--- config.mk ---
export PLATFORM = sky130hd
export DESIGN_NAME = muldiv_unit_flat
export DESIGN_NICKNAME = d
export VERILOG_FILES = /design/src/rtl/muldiv_unit_if.sv /design/src/rtl/muldiv_unit.sv /design/src/flat_wrapper.sv
export SDC_FILE = /design/constraint.sdc
export NUM_CORES = 1
export LEC_CHECK = 0
export BUFFER_PORTS_ARGS = -buffer_cell sky130_fd_sc_hd__buf_2
export CORE_UTILIZATION = 32
export CTS_CLUSTER_SIZE = 28
export DETAILED_ROUTE_END_ITERATION = 12
export HOLD_SLACK_MARGIN = 0.12
export PLACE_DENSITY_LB_ADDON = 0.2
export SYNTH_ARGS = -nofsm -noshare
export SYNTH_HDL_FRONTEND = slang
export SYNTH_SLANG_ARGS = --single-unit
--- constraint.sdc ---
create_clock -name clk -period 5.1 [get_ports clk]
set_clock_uncertainty 0.15 [all_clocks]
set_input_delay 1.02 -clock clk [delete_from_list [all_inputs] [get_ports clk]]
set_output_delay 1.02 -clock clk [all_outputs]
set_load 0.01 [all_outputs]
--- src/rtl/muldiv_unit_if.sv ---
// Handshake and operand/result bus between the issue stage and muldiv_unit.
interface muldiv_unit_if #(
   parameter int DATA_WIDTH    = 32,
   parameter int ADDRESS_WIDTH = 5
);
   logic                     start;
   logic [2:0]               op;
   logic [DATA_WIDTH-1:0]    src_a;
   logic [DATA_WIDTH-1:0]    src_b;
   logic [ADDRESS_WIDTH-1:0] rd_in;
   logic                     abort;
   logic                     busy;
   logic                     done;
   logic [DATA_WIDTH-1:0]    result;
   logic [ADDRESS_WIDTH-1:0] rd_out;

   modport master (
      output start, op, src_a, src_b, rd_in, abort,
      input  busy, done, result, rd_out
   );

   modport slave (
      input  start, op, src_a, src_b, rd_in, abort,
      output busy, done, result, rd_out
   );
endinterface

--- src/rtl/muldiv_unit.sv ---
// Iterative RV32M multiply/divide unit: radix-2, one bit per clock,
// fixed 33-cycle latency from accepted start to the done pulse.
module muldiv_unit #(
   parameter int DATA_WIDTH    = 32,
   parameter int ADDRESS_WIDTH = 5
) (
   input logic          clk,
   input logic          rst_n,
   muldiv_unit_if.slave bus
);
   localparam int CW = $clog2(DATA_WIDTH);
   localparam logic [CW-1:0] LAST = CW'(DATA_WIDTH - 1);

   typedef enum logic [1:0] {ST_IDLE, ST_CALC, ST_FIXUP, ST_DONE} state_t;

   state_t                   state;
   logic [CW-1:0]            cnt;
   logic [2:0]               op_q;
   logic [ADDRESS_WIDTH-1:0] rd_q;
   logic [DATA_WIDTH-1:0]    acc_hi;
   logic [DATA_WIDTH-1:0]    acc_lo;
   logic [DATA_WIDTH-1:0]    mag_b;
   logic                     neg_pq;
   logic                     neg_r;
   logic                     div_zero;
   logic                     busy_q;
   logic                     done_q;
   logic [DATA_WIDTH-1:0]    result_q;
   logic [ADDRESS_WIDTH-1:0] rd_out_q;

   logic                     sa;
   logic                     sb;
   logic [DATA_WIDTH-1:0]    start_mag_a;
   logic [DATA_WIDTH-1:0]    start_mag_b;
   logic [DATA_WIDTH:0]      mul_sum;
   logic [2*DATA_WIDTH-1:0]  mul_next;
   logic [DATA_WIDTH:0]      div_shift;
   logic                     div_ge;
   logic [DATA_WIDTH-1:0]    div_diff;
   logic [2*DATA_WIDTH-1:0]  div_next;
   logic [2*DATA_WIDTH-1:0]  prod_fix;
   logic [DATA_WIDTH-1:0]    quot_fix;
   logic [DATA_WIDTH-1:0]    rem_fix;
   logic [DATA_WIDTH-1:0]    fix_result;

   assign bus.busy   = busy_q;
   assign bus.done   = done_q;
   assign bus.result = result_q;
   assign bus.rd_out = rd_out_q;

   // Operand sign/magnitude capture, one shift-add / restoring-divide step, and sign fixup.
   always_comb begin
      sa = 1'b0;
      sb = 1'b0;
      if (bus.op[2]) begin
         sa = ~bus.op[0] & bus.src_a[DATA_WIDTH-1];
         sb = ~bus.op[0] & bus.src_b[DATA_WIDTH-1];
      end else begin
         sa = (bus.op[1:0] != 2'b11) & bus.src_a[DATA_WIDTH-1];
         sb = ~bus.op[1] & bus.src_b[DATA_WIDTH-1];
      end
      start_mag_a = sa ? -bus.src_a : bus.src_a;
      start_mag_b = sb ? -bus.src_b : bus.src_b;

      // multiplier sits in acc_lo and is consumed LSB first
      mul_sum  = {1'b0, acc_hi} + (acc_lo[0] ? {1'b0, mag_b} : '0);
      mul_next = {mul_sum, acc_lo[DATA_WIDTH-1:1]};

      // acc_hi is the partial remainder, acc_lo shifts dividend out / quotient in
      div_shift = {acc_hi, acc_lo[DATA_WIDTH-1]};
      div_ge    = div_shift >= {1'b0, mag_b};
      div_diff  = div_shift[DATA_WIDTH-1:0] - mag_b;
      div_next  = {(div_ge ? div_diff : div_shift[DATA_WIDTH-1:0]),
                   acc_lo[DATA_WIDTH-2:0], div_ge};

      prod_fix = neg_pq ? -{acc_hi, acc_lo} : {acc_hi, acc_lo};
      quot_fix = neg_pq ? -acc_lo : acc_lo;
      rem_fix  = neg_r  ? -acc_hi : acc_hi;

      fix_result = '0;
      case (op_q)
         3'b000:                 fix_result = prod_fix[DATA_WIDTH-1:0];
         3'b001, 3'b010, 3'b011: fix_result = prod_fix[2*DATA_WIDTH-1:DATA_WIDTH];
         3'b100, 3'b101:         fix_result = div_zero ? '1 : quot_fix;
         default:                fix_result = rem_fix;
      endcase
   end

   // Control FSM with datapath registers and registered outputs.
   always_ff @(posedge clk or negedge rst_n) begin
      if (!rst_n) begin
         state    <= ST_IDLE;
         cnt      <= '0;
         op_q     <= '0;
         rd_q     <= '0;
         acc_hi   <= '0;
         acc_lo   <= '0;
         mag_b    <= '0;
         neg_pq   <= 1'b0;
         neg_r    <= 1'b0;
         div_zero <= 1'b0;
         busy_q   <= 1'b0;
         done_q   <= 1'b0;
         result_q <= '0;
         rd_out_q <= '0;
      end else if (bus.abort) begin
         state  <= ST_IDLE;
         busy_q <= 1'b0;
         done_q <= 1'b0;
      end else begin
         case (state)
            ST_IDLE, ST_DONE: begin
               done_q <= 1'b0;
               if (bus.start) begin
                  op_q     <= bus.op;
                  rd_q     <= bus.rd_in;
                  acc_hi   <= '0;
                  acc_lo   <= start_mag_a;
                  mag_b    <= start_mag_b;
                  neg_pq   <= sa ^ sb;
                  neg_r    <= sa;
                  div_zero <= (bus.src_b == '0);
                  cnt      <= '0;
                  busy_q   <= 1'b1;
                  state    <= ST_CALC;
               end else begin
                  state <= ST_IDLE;
               end
            end
            ST_CALC: begin
               {acc_hi, acc_lo} <= op_q[2] ? div_next : mul_next;
               cnt <= cnt + 1'b1;
               if (cnt == LAST) state <= ST_FIXUP;
            end
            ST_FIXUP: begin
               result_q <= fix_result;
               rd_out_q <= rd_q;
               busy_q   <= 1'b0;
               done_q   <= 1'b1;
               state    <= ST_DONE;
            end
            default: state <= ST_IDLE;
         endcase
      end
   end
endmodule
--- src/flat_wrapper.sv ---
// flat-port wrapper written by rule: the top's interface ports become plain ports
module muldiv_unit_flat 
#(
   parameter int DATA_WIDTH    = 32,
   parameter int ADDRESS_WIDTH = 5
)
  (clk, rst_n, bus_start, bus_op, bus_src_a, bus_src_b, bus_rd_in, bus_abort, bus_busy, bus_done, bus_result, bus_rd_out);
  muldiv_unit_if #(.DATA_WIDTH(DATA_WIDTH), .ADDRESS_WIDTH(ADDRESS_WIDTH)) bus_i ();
  input logic clk;
  input logic rst_n;
  input wire logic [$bits(bus_i.start)-1:0] bus_start;
  input wire logic [$bits(bus_i.op)-1:0] bus_op;
  input wire logic [$bits(bus_i.src_a)-1:0] bus_src_a;
  input wire logic [$bits(bus_i.src_b)-1:0] bus_src_b;
  input wire logic [$bits(bus_i.rd_in)-1:0] bus_rd_in;
  input wire logic [$bits(bus_i.abort)-1:0] bus_abort;
  output wire logic [$bits(bus_i.busy)-1:0] bus_busy;
  output wire logic [$bits(bus_i.done)-1:0] bus_done;
  output wire logic [$bits(bus_i.result)-1:0] bus_result;
  output wire logic [$bits(bus_i.rd_out)-1:0] bus_rd_out;
  assign bus_i.start = bus_start;
  assign bus_i.op = bus_op;
  assign bus_i.src_a = bus_src_a;
  assign bus_i.src_b = bus_src_b;
  assign bus_i.rd_in = bus_rd_in;
  assign bus_i.abort = bus_abort;
  assign bus_busy = bus_i.busy;
  assign bus_done = bus_i.done;
  assign bus_result = bus_i.result;
  assign bus_rd_out = bus_i.rd_out;
  muldiv_unit #(.DATA_WIDTH(DATA_WIDTH), .ADDRESS_WIDTH(ADDRESS_WIDTH)) u_core (.clk(clk), .rst_n(rst_n), .bus(bus_i));
endmodule
# --- Word level (Yosys, flattened, before mapping) ---
# Cells that the tools add are included.
op_classes:
  n_addsub: 8
  magnitude_cmp: 1
  n_eq_ne: 13
  n_mux: 27
  n_bitwise: 8
  n_reduce_logical: 12
ops:
  columns: ["operator", "n"]
  rows:
  - ["two-way mux 32 bit", 9]
  - ["two-way mux 64 bit", 2]
  - ["negation 32 bit", 4]
  - ["one-hot mux 32 bit (2 select lines)", 2]
  - ["one-hot mux 32 bit (3 select lines)", 1]
  - ["negation 64 bit", 1]
  - ["adder 32 x 33 -> 33 bit", 1]
  - [">= comparator 33 x 32 -> 1 bit", 1]
  - ["logical NOT 32 bit", 1]
  - ["subtractor 32 bit", 1]
  - ["one-hot mux 5 bit (2 select lines)", 1]
  - ["== test 3 x 2 -> 1 bit (second input constant)", 2]
  - ["== test 3 bit (second input constant)", 2]
  - ["two-way mux 1 bit", 6]
  - ["one-hot mux 2 bit (3 select lines)", 1]
  - ["AND reduction 3 bit", 2]
  - ["adder 5 x 1 -> 5 bit (second input constant)", 1]
  - ["== test 5 bit (second input constant)", 1]
  - ["two-way mux 5 bit", 1]
  - ["bitwise AND 1 bit", 4]
  - ["== test 2 bit (second input constant)", 2]
  - ["two-way mux 2 bit", 2]
  - ["inequality test 2 bit (second input constant)", 2]
  - ["one-hot mux 1 bit (2 select lines)", 2]
  - ["13 further kinds", 17]
word_totals:
  ff_bits: 153
  inputBits: 76
  output_inout_bits: 39
  elab_cells: 83

# --- Longest topological paths before layout ---
logic_depth:
  depth_word: 6
  mapped_depth: 15
  ltp_nobuf: 13

# --- Least setup slack after synthesis ---
# OpenSTA, ideal clock, no wires.
synth_path:
  kind: "flip-flop to flip-flop"
  startpoint: "register u_core.acc_lo[0]"
  endpoint: "register u_core.acc_hi[31]"
  setup_ps: 130
  arrival_time_ps: 3396
  setup_slack_ps: 1424
  path_stages_with_launch: 16
  n_path_buf: 3
  synth_period_minus_slack_ps: 3676
  path_cell_list: "dfrtp_1 -> clkbuf_1 -> inv_1 -> clkbuf_1 -> nor2_1 -> ha_1 -> clkbuf_1 -> a2111o_1 -> a31oi_1 -> nor3_1 -> a221oi_1 -> o31a_1 -> o21ai_1 -> a221o_1 -> a211oi_1 -> o41ai_1"
synth_via:
  elab_chain_cells: 4
synth_lines:
  columns: ["element", "line", "source"]
  rows:
  - ["start: declaration", "muldiv_unit.sv:21", "logic [DATA_WIDTH-1:0] acc_lo;"]
  - ["start signal: assignment", "muldiv_unit.sv:118", "acc_lo <= start_mag_a;"]
  - ["start signal: assignment", "muldiv_unit.sv:131", "{acc_hi, acc_lo} <= op_q[2] ? div_next : mul_next;"]
  - ["two-way mux 32 bit", "muldiv_unit.sv:66", "mul_sum = {1'b0, acc_hi} + (acc_lo[0] ? {1'b0, mag_b} : '0);"]
  - ["adder 32 x 33 -> 33 bit", "muldiv_unit.sv:66", null]
  - ["two-way mux 64 bit", "muldiv_unit.sv:131", null]
  - ["one-hot mux 32 bit (2 select lines)", "muldiv_unit.sv:111", "case (state)"]
  - ["end signal: assignment", "muldiv_unit.sv:131", null]
  - ["end: declaration", "muldiv_unit.sv:20", "logic [DATA_WIDTH-1:0] acc_hi;"]
# No other way between the ends.
# A chain may end at the register's enable or synchronous reset.

# --- Final worst setup path ---
# Ends and elaborated chain as after synthesis.

==> out/qor.txt <==
Initial antenna violation count - 1
Critical path required time - 5.26 ns
Layout Nets - 2,072
Worst hold slack - 0.322 ns
Crit-path max cell delay - 0.51 ns
Die width - 213 µm
CP max FO - 15
Ant diodes - 0
Reg2Reg Capture Point - u_core.acc_hi[31]$_DFFE_PN0P_
Post-Route WL - 50,100 µm
Via count - 13,900
First DRT Iteration DRCs - 1,305
Core Box Area - 0.0441 mm²
Reg2Reg Depth - 13
Clk_lat worst skew - 0.46 ns
Setup Fix Bufs, Post-CTS - 0
# hold bufs at CTS - 0
Top FF cell, synth - dfrtp_1
Slew Limit Fails - 0
Worst IR Drop VDD - 386 µV
Synth cell types - 82
First-pass GRT wire length - 77,700 µm
Max Clock Freq - 0.243 GHz
Post-synth EDFFs - 0
Metal2 WL - 22,500 µm
Dominant cell type by area after synthesis - dfrtp_1
Met3 routed WL - 2870 µm
Reg2reg setup slack - 0.99 ns
Flops & latches, synth - 153
Setup crit start kind - flop
Crit path time final - 4.11 ns
Remaining global-route overflow - 0
Relative slew slack - 0.313
Routed length on met1 - 23,400 µm
I/O pins - 115
Die Ht - 213 µm
Synth async-reset ratio - 1.00
Pwr/cell area - 698 mW/mm²
Synthesized Nets - 2,021
Avg Cell Area, Syn - 7.64 µm²
Critical path's slowest cell - inv_1
Worst setup path endpoint - u_core.acc_hi[31]$_DFFE_PN0P_
Worst-path clk slew - 0.08 ns
Reg area - 0.00383 mm²
Critical Path Source - u_core.acc_lo[0]$_DFFE_PN0P_
Final Hold Fails - 0
Pre-antenna DRT Iters - 9
Share of cells above drive strength 1 - 0.119
Root Driver - clkbuf_16
Die ar. - 0.0455 mm²
Total track usage - 0.223
I/O Buffers - 114
Max-cap violation count - 0
Yosys warnings - 0
# DRC - 4
Synth area leaders - dfrtp_1 (27%), o21ai_0 (7.6%), nand2_1 (6.8%)
Area grow syn2layout - 12.3%
Status - complete, but fails checks
Part of the Yosys area used for sequential elements - 0.268
Most frequent cells in the layout - nand2_1 (259), o21ai_0 (215), dfrtp_1 (151)
Fillcell total - 4,729
Final setup violating endpoints - 0
Vias/cell - 5.52
Mapped Area - 0.0143 mm²
CP arrival - 4.27 ns
Syn Inst Count - 1,871
Post-route ant nets - 0
Critical path class - flop to flop
CTS tree - built
RSZ-0062 raised after global routing - no
Initial Utilization - 0.324
Crit-path cells - inv_1, nor2_1, ha_1, a2111o_1, a31oi_1, nor3_1, a221oi_1, buf_4, o31a_1, o21ai_1, a221o_1, a211oi_1, o41ai_1
Highest Signal Layer - met5
Routed len/inst - 19.8 µm
Worst Setup End Kind - flop
Area of the multi-input gates - 0.00978 mm²
RePlAce Congestion - 0.944
Tcrit/Tclk final - 0.806
CTS buffer count - 17
Min-delay worst type - flop to flop
CTS Buffer Depth - 2
Pin count of the biggest net entering global routing - 100
Vias in the first global route - 13,200
Post-DP HPWL - 38,600 µm
RR Startpoint - u_core.acc_lo[0]$_DFFE_PN0P_
Commonest non-fill, non-tap cell in the layout - nand2_1
TritonCTS Sinks - 153
P_leak - 7.06 nW
Post-CTS Resized - 0
Yosys top cell area share - 0.268
Worst Max-Slew Pin Slew - 1.03 ns
Post-route setup TNS - 0 ns
H-Tree Depth - 4
Failing checks - DRC
Num rows - 77
==> cells in the mapped netlist (9+ instances only) <==
library cell  number
nand2_1          259
o21ai_0          216
dfrtp_1          153
nor2_1           144
a21oi_1          123
xnor2_1          110
clkbuf_1         108
xor2_1            78
ha_1              72
inv_1             62
mux2i_1           49
a21o_1            38
nand3_1           37
nor3_1            30
or3_1             25
a31oi_1           21
o31ai_1           20
o211ai_1          17
nand2b_1          15
and3_1            14
nand4_1           14
nor4_1            14
o221ai_1          14
or4_1             14
mux2_2            13
nor2b_1           13
o21ai_1           13
a22o_1            11
o21bai_1          11
or2_2             11
o21a_1            10
and2_1             9
o41ai_1            9
==> registers in the layout, summed over array words and instances (netlist names), 2 cells and up <==
signal / count
u_core.op_q: 3
u_core.acc_lo: 32
u_core.cnt: 5
u_core.rd_q: 5
u_core.state: 2
u_core.bus.rd_out: 5
u_core.bus.result: 32
u_core.mag_b: 32
u_core.acc_hi: 32
==> worst max-delay path, delay by kind of cell (launching register included) <==
| kind | cells | cell delay, ns |
|---|---|---|
| AOI/OAI and AO/OA | 8 | 2.01 |
| buffers and inverters | 2 | 0.70 |
| adders and majority gates | 1 | 0.39 |
| DFF | 1 | 0.49 |
| and+or+nand+nor | 2 | 0.20 |
==> worst min path at each step <==
| stage | start | end | slack (ns) | depth (start not counted) |
|---|---|---|---|---|
| final | u_core.rd_q[2]$_DFFE_PN0P_ | u_core.bus.rd_out[2]$_DFFE_PN0P_ | 0.32 | 2 |
| after global routing | u_core.bus.result[15]$_DFFE_PN0P_ | u_core.bus.result[15]$_DFFE_PN0P_ | 0.34 | 2 |
| after CTS | u_core.rd_q[0]$_DFFE_PN0P_ | u_core.bus.rd_out[0]$_DFFE_PN0P_ | 0.33 | 2 |
| after detailed placement | u_core.rd_q[0]$_DFFE_PN0P_ | u_core.bus.rd_out[0]$_DFFE_PN0P_ | 0.31 | 2 |
| after global placement | u_core.rd_q[0]$_DFFE_PN0P_ | u_core.bus.rd_out[0]$_DFFE_PN0P_ | 0.29 | 2 |
| after floorplan | u_core.rd_q[0]$_DFFE_PN0P_ | u_core.bus.rd_out[0]$_DFFE_PN0P_ | 0.28 | 2 |
==> layout make-up <==
cell class / count / area share
multi-input cells: 1535 / 0.609
repair buffers: 151 / 0.0540
inverters: 64 / 0.0150
clock inverters: 15 / 0.0110
clock buffers: 17 / 0.0265
well taps: 592 / 0.0461
flip-flops and latches: 153 / 0.239
==> routing by layer <==
metal,track usage,vias to the layer above
li1,-,6812
met1,0.311,6644
met2,0.353,436
met3,0.0322,55
met4,0.0682,2
met5,0,-
==> where the power goes <==
group / internal, mW / switching (mW)
combinational: 2.79 / 4.57
clock: 0.739 / 0.614
sequential: 1.73 / 0.762
==> stage by stage <==
| step | util | cells | power, mW | area, µm² | worst slack, ns |
|---|---|---|---|---|---|
| after CTS | 0.364 | 2527 | 11.1 | 16100 | 0.995 |
| after detailed placement | 0.350 | 2495 | 9.74 | 15500 | 0.893 |
| after global routing | 0.364 | 2527 | 12.1 | 16100 | 0.642 |
| after floorplan | - | 1871 | 7.46 | 14300 | 1.42 |
| after global placement | 0.350 | 2495 | 9.70 | 15500 | 0.957 |
| final | 0.364 | 2527 | 11.2 | 16100 | 0.992 |
==> cells by family (layout without fill, tap and decap cells) <==
logic type	count (synthesis)	after routing	synth area share
adders and majority gates	74	74	0.0658
AOI/OAI and AO/OA	592	592	0.258
and+or+nand+nor	619	619	0.200
DFF	153	153	0.268
buffers and inverters	183	247	0.0489
muxes	62	62	0.0445
xor gates and xnor gates	188	188	0.115
No activity file was read; power rests on OpenSTA's default activity.
